$ cat config.mk
export PLATFORM = sky130hd
export DESIGN_NAME = sweep_ctrl_flat
export DESIGN_NICKNAME = d
export VERILOG_FILES = /design/src/rtl/sweep_ctrl_if.sv /design/src/rtl/sweep_ctrl.sv /design/src/flat_wrapper.sv
export SDC_FILE = /design/constraint.sdc
export NUM_CORES = 1
export LEC_CHECK = 0
export CAP_MARGIN = 20
export CORE_MARGIN = 2
export CORE_UTILIZATION = 45
export CTS_BUF_LIST = sky130_fd_sc_hd__clkbuf_4
export CTS_CLUSTER_DIAMETER = 120
export DETAILED_ROUTE_END_ITERATION = 6
export DONT_BUFFER_PORTS = 1
export SYNTH_ARGS = -nofsm -noshare
export SYNTH_HDL_FRONTEND = slang
export SYNTH_SLANG_ARGS = --single-unit
$ cat constraint.sdc
create_clock -name clk_i -period 3.75 [get_ports clk_i]
set_clock_uncertainty 0.05 [all_clocks]
set_input_delay 0.5625 -clock clk_i [delete_from_list [all_inputs] [get_ports clk_i]]
set_output_delay 0.5625 -clock clk_i [all_outputs]
set_load 0.005 [all_outputs]
$ cat src/rtl/sweep_ctrl_if.sv
// Handshake bundle between the sweep sequencer, the max counter and the PWM stage.
// The slave modport is the sequencer's view; master is the environment's view.
interface sweep_ctrl_if #(
   parameter int POS_W = 8
);
   logic             start;
   logic             step_tick;
   logic             cnt_ru;
   logic             mc;
   logic             cnt_clr;
   logic [POS_W-1:0] h_pos;
   logic [POS_W-1:0] v_pos;
   logic             axis;
   logic             busy;
   logic             cal_done;

   modport master (
      output start, step_tick, cnt_ru,
      input  mc, cnt_clr, h_pos, v_pos, axis, busy, cal_done
   );

   modport slave (
      input  start, step_tick, cnt_ru,
      output mc, cnt_clr, h_pos, v_pos, axis, busy, cal_done
   );
endinterface

$ cat src/rtl/sweep_ctrl.sv
// Two-axis servo calibration sequencer: sweep each axis up to POS_MAX, then step
// back while the max counter runs down, landing on the maximum-voltage position.
module sweep_ctrl #(
   parameter int POS_W    = 8,
   parameter int POS_MIN  = 0,
   parameter int POS_MAX  = 180,
   parameter int POS_INIT = 90
) (
   input logic         clk_i,
   input logic         rst_i,
   sweep_ctrl_if.slave bus
);

   localparam logic [2:0] S_IDLE    = 3'd0;
   localparam logic [2:0] S_H_CLR   = 3'd1;
   localparam logic [2:0] S_H_SWEEP = 3'd2;
   localparam logic [2:0] S_H_RET   = 3'd3;
   localparam logic [2:0] S_V_CLR   = 3'd4;
   localparam logic [2:0] S_V_SWEEP = 3'd5;
   localparam logic [2:0] S_V_RET   = 3'd6;
   localparam logic [2:0] S_DONE    = 3'd7;

   localparam logic [POS_W-1:0] P_MIN  = POS_W'(POS_MIN);
   localparam logic [POS_W-1:0] P_MAX  = POS_W'(POS_MAX);
   localparam logic [POS_W-1:0] P_INIT = POS_W'(POS_INIT);
   localparam logic [POS_W-1:0] P_ONE  = POS_W'(1);

   logic [2:0]       state_q, state_d;
   logic [POS_W-1:0] h_pos_q, h_pos_d;
   logic [POS_W-1:0] v_pos_q, v_pos_d;
   logic             settle_q, settle_d;
   logic             mc_q, mc_d;
   logic             cnt_clr_q, cnt_clr_d;
   logic             axis_q, axis_d;
   logic             busy_q, busy_d;
   logic             cal_done_q, cal_done_d;

   // Next-state and position update.
   always_comb begin
      state_d  = state_q;
      h_pos_d  = h_pos_q;
      v_pos_d  = v_pos_q;
      settle_d = 1'b0;
      case (state_q)
         S_IDLE, S_DONE: begin
            if (bus.start) state_d = S_H_CLR;
            else           state_d = state_q;
         end
         S_H_CLR: begin
            h_pos_d = P_MIN;
            state_d = S_H_SWEEP;
         end
         S_H_SWEEP: begin
            if (bus.step_tick) begin
               if (h_pos_q >= P_MAX) begin
                  state_d  = S_H_RET;
                  settle_d = 1'b1;
               end else begin
                  h_pos_d = h_pos_q + P_ONE;
               end
            end else begin
               state_d = state_q;
            end
         end
         // The counter flag lags MC by one clock, so the settle cycle ignores it.
         S_H_RET: begin
            if (settle_q)                               state_d = state_q;
            else if (!bus.cnt_ru)                       state_d = S_V_CLR;
            else if (bus.step_tick && h_pos_q > P_MIN) h_pos_d = h_pos_q - P_ONE;
            else                                        h_pos_d = h_pos_q;
         end
         S_V_CLR: begin
            v_pos_d = P_MIN;
            state_d = S_V_SWEEP;
         end
         S_V_SWEEP: begin
            if (bus.step_tick) begin
               if (v_pos_q >= P_MAX) begin
                  state_d  = S_V_RET;
                  settle_d = 1'b1;
               end else begin
                  v_pos_d = v_pos_q + P_ONE;
               end
            end else begin
               state_d = state_q;
            end
         end
         S_V_RET: begin
            if (settle_q)                               state_d = state_q;
            else if (!bus.cnt_ru)                       state_d = S_DONE;
            else if (bus.step_tick && v_pos_q > P_MIN) v_pos_d = v_pos_q - P_ONE;
            else                                        v_pos_d = v_pos_q;
         end
         default: state_d = S_IDLE;
      endcase
   end

   // Output decode from the next state so every output leaves a flop.
   always_comb begin
      mc_d       = (state_d == S_H_RET) || (state_d == S_V_RET);
      cnt_clr_d  = (state_d == S_H_CLR) || (state_d == S_V_CLR);
      axis_d     = (state_d == S_V_CLR) || (state_d == S_V_SWEEP) || (state_d == S_V_RET);
      busy_d     = (state_d != S_IDLE) && (state_d != S_DONE);
      cal_done_d = (state_d == S_DONE);
   end

   // State, position and output registers.
   always_ff @(posedge clk_i or posedge rst_i) begin
      if (rst_i) begin
         state_q    <= S_IDLE;
         h_pos_q    <= P_INIT;
         v_pos_q    <= P_INIT;
         settle_q   <= 1'b0;
         mc_q       <= 1'b0;
         cnt_clr_q  <= 1'b0;
         axis_q     <= 1'b0;
         busy_q     <= 1'b0;
         cal_done_q <= 1'b0;
      end else begin
         state_q    <= state_d;
         h_pos_q    <= h_pos_d;
         v_pos_q    <= v_pos_d;
         settle_q   <= settle_d;
         mc_q       <= mc_d;
         cnt_clr_q  <= cnt_clr_d;
         axis_q     <= axis_d;
         busy_q     <= busy_d;
         cal_done_q <= cal_done_d;
      end
   end

   assign bus.mc       = mc_q;
   assign bus.cnt_clr  = cnt_clr_q;
   assign bus.h_pos    = h_pos_q;
   assign bus.v_pos    = v_pos_q;
   assign bus.axis     = axis_q;
   assign bus.busy     = busy_q;
   assign bus.cal_done = cal_done_q;

endmodule
$ cat src/flat_wrapper.sv
// flat-port wrapper written by rule: the top's interface ports become plain ports
module sweep_ctrl_flat 
#(
   parameter int POS_W    = 8,
   parameter int POS_MIN  = 0,
   parameter int POS_MAX  = 180,
   parameter int POS_INIT = 90
)
  (clk_i, rst_i, bus_start, bus_step_tick, bus_cnt_ru, bus_mc, bus_cnt_clr, bus_h_pos, bus_v_pos, bus_axis, bus_busy, bus_cal_done);
  sweep_ctrl_if #(.POS_W(POS_W)) bus_i ();
  input logic clk_i;
  input logic rst_i;
  input wire logic [$bits(bus_i.start)-1:0] bus_start;
  input wire logic [$bits(bus_i.step_tick)-1:0] bus_step_tick;
  input wire logic [$bits(bus_i.cnt_ru)-1:0] bus_cnt_ru;
  output wire logic [$bits(bus_i.mc)-1:0] bus_mc;
  output wire logic [$bits(bus_i.cnt_clr)-1:0] bus_cnt_clr;
  output wire logic [$bits(bus_i.h_pos)-1:0] bus_h_pos;
  output wire logic [$bits(bus_i.v_pos)-1:0] bus_v_pos;
  output wire logic [$bits(bus_i.axis)-1:0] bus_axis;
  output wire logic [$bits(bus_i.busy)-1:0] bus_busy;
  output wire logic [$bits(bus_i.cal_done)-1:0] bus_cal_done;
  assign bus_i.start = bus_start;
  assign bus_i.step_tick = bus_step_tick;
  assign bus_i.cnt_ru = bus_cnt_ru;
  assign bus_mc = bus_i.mc;
  assign bus_cnt_clr = bus_i.cnt_clr;
  assign bus_h_pos = bus_i.h_pos;
  assign bus_v_pos = bus_i.v_pos;
  assign bus_axis = bus_i.axis;
  assign bus_busy = bus_i.busy;
  assign bus_cal_done = bus_i.cal_done;
  sweep_ctrl #(.POS_W(POS_W), .POS_MIN(POS_MIN), .POS_MAX(POS_MAX), .POS_INIT(POS_INIT)) u_core (.clk_i(clk_i), .rst_i(rst_i), .bus(bus_i));
endmodule
==> results_dict.tcl <==
set metrics [dict create \
    synth.cell_area_um2 1950 \
    antenna_found_initial 0 \
    path_cells "nand2_1 > nor2_1 > ha_1 > a21oi_1 > o211ai_1 > o41ai_2 > or4b_1 > nand3_1" \
    tightest_slew_ns 0.596 \
    final_util 0.491 \
    cts_buffer_depth 2 \
    track_usage 0.184 \
    max_freq_ghz 0.323 \
    slew_headroom 0.599 \
    cts_hold_repair.buffers 0 \
    cts.sinks 25 \
    cap_viol_max_count 0 \
    yosys-top-cells-count "17 x dfrtp_1, 14 x nor2_1, 12 x ha_1, 12 x inv_1, 11 x nand2_1" \
    fin_nets 219 \
    yosysSeqAreaShare 0.326 \
    vias_per_cell 6.34 \
    worstReg2RegEnd "u_core.bus.h_pos[7]" \
    reg2reg_slack_ns 0.65 \
    cp_num_buf_inv 0 \
    core_um2 4090 \
    finalSetupViolCount 0 \
    post-cts-setup-buffer-count 0 \
    wl_per_cell_um 17.4 \
    io_buffers 0 \
    crit_start "u_core.state_q[1]" \
    worstSetupStartpointType "flip-flop" \
    antenna_cells 0 \
    postRouteAntennaNets 0 \
    cts_buffers 3 \
    path_class "reg2reg" \
    holdWs_ns 0.0774 \
    grt_first_pass_wirelength_um 7230 \
    ys_ff_latch 25 \
    vias 1578 \
    crit_end "u_core.bus.h_pos[7]" \
    cts_root_buf "clkbuf_4" \
    multiInputGateArea_um2 1220 \
    status "finished, final reports clean" \
    grt_pass1_vias 1435 \
    drive_gt1_frac 0.146 \
    area_delta_synth_final_pct 2.88 \
    ir_drop_uv 340 \
    crit_cells 8 \
    worstHoldPathType "in2async" \
    synth_async_sr_flop_share 1.00 \
    ios 26 \
    drv_slew 0 \
    critical_path.slowest_cell "dfrtp_1" \
    final_area_um2 2010 \
    synth_cells 202 \
    die_area_um2 4880 \
    rr_startpoint "u_core.state_q[1]" \
    routed_wirelength_um 4330 \
    synth_cell_types 54 \
    syn-mean-instance-area_um2 9.66 \
    yosys.area.top_type "dfrtp_1" \
    tns_ns 0 \
    r2r_cells 8 \
    power_leakage_nw 0.891 \
    yosysMostFrequentCell "dfrtp_1" \
    crit_arrival_ns 3.32 \
    initial_core_util 0.478 \
    drtIter0Drc 122 \
    placed_area_um2 1960 \
    ys_top_cells_by_area "dfrtp_1 22%, dfstp_2 11%, ha_1 7.7%, mux2_4 3.1%, nor2_1 2.7%" \
    grt_start_max_net_pins 26 \
    crit_path_max_incr_delay_ns 0.69 \
    power.total_w 0.00160 \
    path_clk_slew_ns 0.15 \
    gp_congestion 0.883 \
    final.period_utilization 0.825 \
    yosysWarnings 0 \
    crit_path_end_kind "flip-flop" \
    nFillCells 389 \
    die_h_um 69.9 \
    synth_nets 221 \
    dp_hpwl_um 3200 \
    worstSkewPairLatency_ns 0.34 \
    drc 0 \
    synth_top_area_share 0.218 \
    period_needed_ns 3.10 \
    drtPass1Iterations 5 \
    cts_tree "done" \
    yosys_most_used_dff "dfrtp_1" \
    path_max_fanout 16 \
    final_hold_viol_count 0 \
    cp_top_family "simple AND/OR/NAND/NOR gates" \
    cts_resized 0 \
    cp.required_ns 3.98 \
    globalRouteOverflowTotal 0 \
    rows 23 \
    regArea_um2 636 \
    rsz0062_at_grt "false" \
    htreeDepth 1 \
    synth-edff-count 0 \
    die_w_um 69.9 \
    cellPowerDensity_nw_per_um2 799 \
]
## where the power goes
group          internal (W)  total, W  switching, W
combinational      0.000389  0.000890      0.000501
sequential         0.000392  0.000584      0.000192
clock             0.0000409  0.000130     0.0000894
## layout make-up
cell class                      instances  share of cell area
Multi-Input combinational cell        157               0.607
Sequential cell                        25               0.317
Tap cell                               50              0.0312
Inverter                               12              0.0224
Clock buffer                            3              0.0112
Timing Repair Buffer                    1             0.00748
Clock inverter                          1             0.00374
## worst min path at each step
stage                     depth (start not counted)             endpoint  slack [ns]           startpoint
after CTS                                         1      u_core.settle_q        0.26        bus_step_tick
after floorplan                                   2  u_core.bus.v_pos[1]        0.44  u_core.bus.v_pos[1]
after global routing                              1      u_core.settle_q         0.1                rst_i
after global placement                            2  u_core.bus.v_pos[1]        0.46  u_core.bus.v_pos[1]
after detailed placement                          2  u_core.bus.v_pos[1]        0.47  u_core.bus.v_pos[1]
final                                             1  u_core.bus.v_pos[7]        0.08                rst_i
## per-stage QoR
step | worst slack [ns] | instances
after floorplan | 1.07 | 202
after global placement | 0.843 | 244
after detailed placement | 0.691 | 244
after CTS | 0.653 | 248
after global routing | 0.428 | 249
final | 0.655 | 249
## cell usage in the layout, fill, tap and decap left out, types with 5 or more instances in the layout
cell type	synthesis	layout
ha_1	12	12
xnor2_1	6	6
dfstp_2	8	8
inv_1	12	12
nor4_1	6	6
nand3_1	7	7
mux2i_1	5	5
a21oi_1	8	8
nand2_1	11	11
dfrtp_1	17	17
o21ai_0	8	8
nor2_1	14	14
nor3_1	6	6
a22o_1	6	6
## worst reg2reg max path, stage by stage (launching register included)
cell and delay (ns):
dfrtp_1 0.69, nand2_1 0.19, nor2_1 0.49, ha_1 0.35, a21oi_1 0.20, o211ai_1 0.16
o41ai_2 0.35, or4b_1 0.47, nand3_1 0.09
## flip-flops by register name, summed over array words and instances, names as in the netlist
name,count
u_core.bus.axis,1
u_core.bus.cal_done,1
u_core.bus.mc,1
u_core.bus.busy,1
u_core.bus.cnt_clr,1
u_core.bus.h_pos,8
u_core.settle_q,1
u_core.bus.v_pos,8
u_core.state_q,3
## routing by layer
| metal | GRT usage | wire length [um] | up-vias |
|---|---|---|---|
| met5 | 0 | 0 | - |
| met4 | 0.0513 | 72 | 0 |
| met3 | 0.0548 | 266 | 8 |
| met2 | 0.272 | 1940 | 41 |
| met1 | 0.260 | 2050 | 767 |
| li1 | - | - | 762 |
## cell families after synthesis
family,Yosys count,share of synthesized area
AND/OR/NAND/NOR,69,0.210
AO/OA/AOI/OAI,57,0.224
flip-flops,25,0.326
buffers and inverters,20,0.0494
adder cells (fa/ha/maj),14,0.0974
multiplexers,10,0.0622
XOR/XNOR,7,0.0314
(Power assumes the default switching activity.)
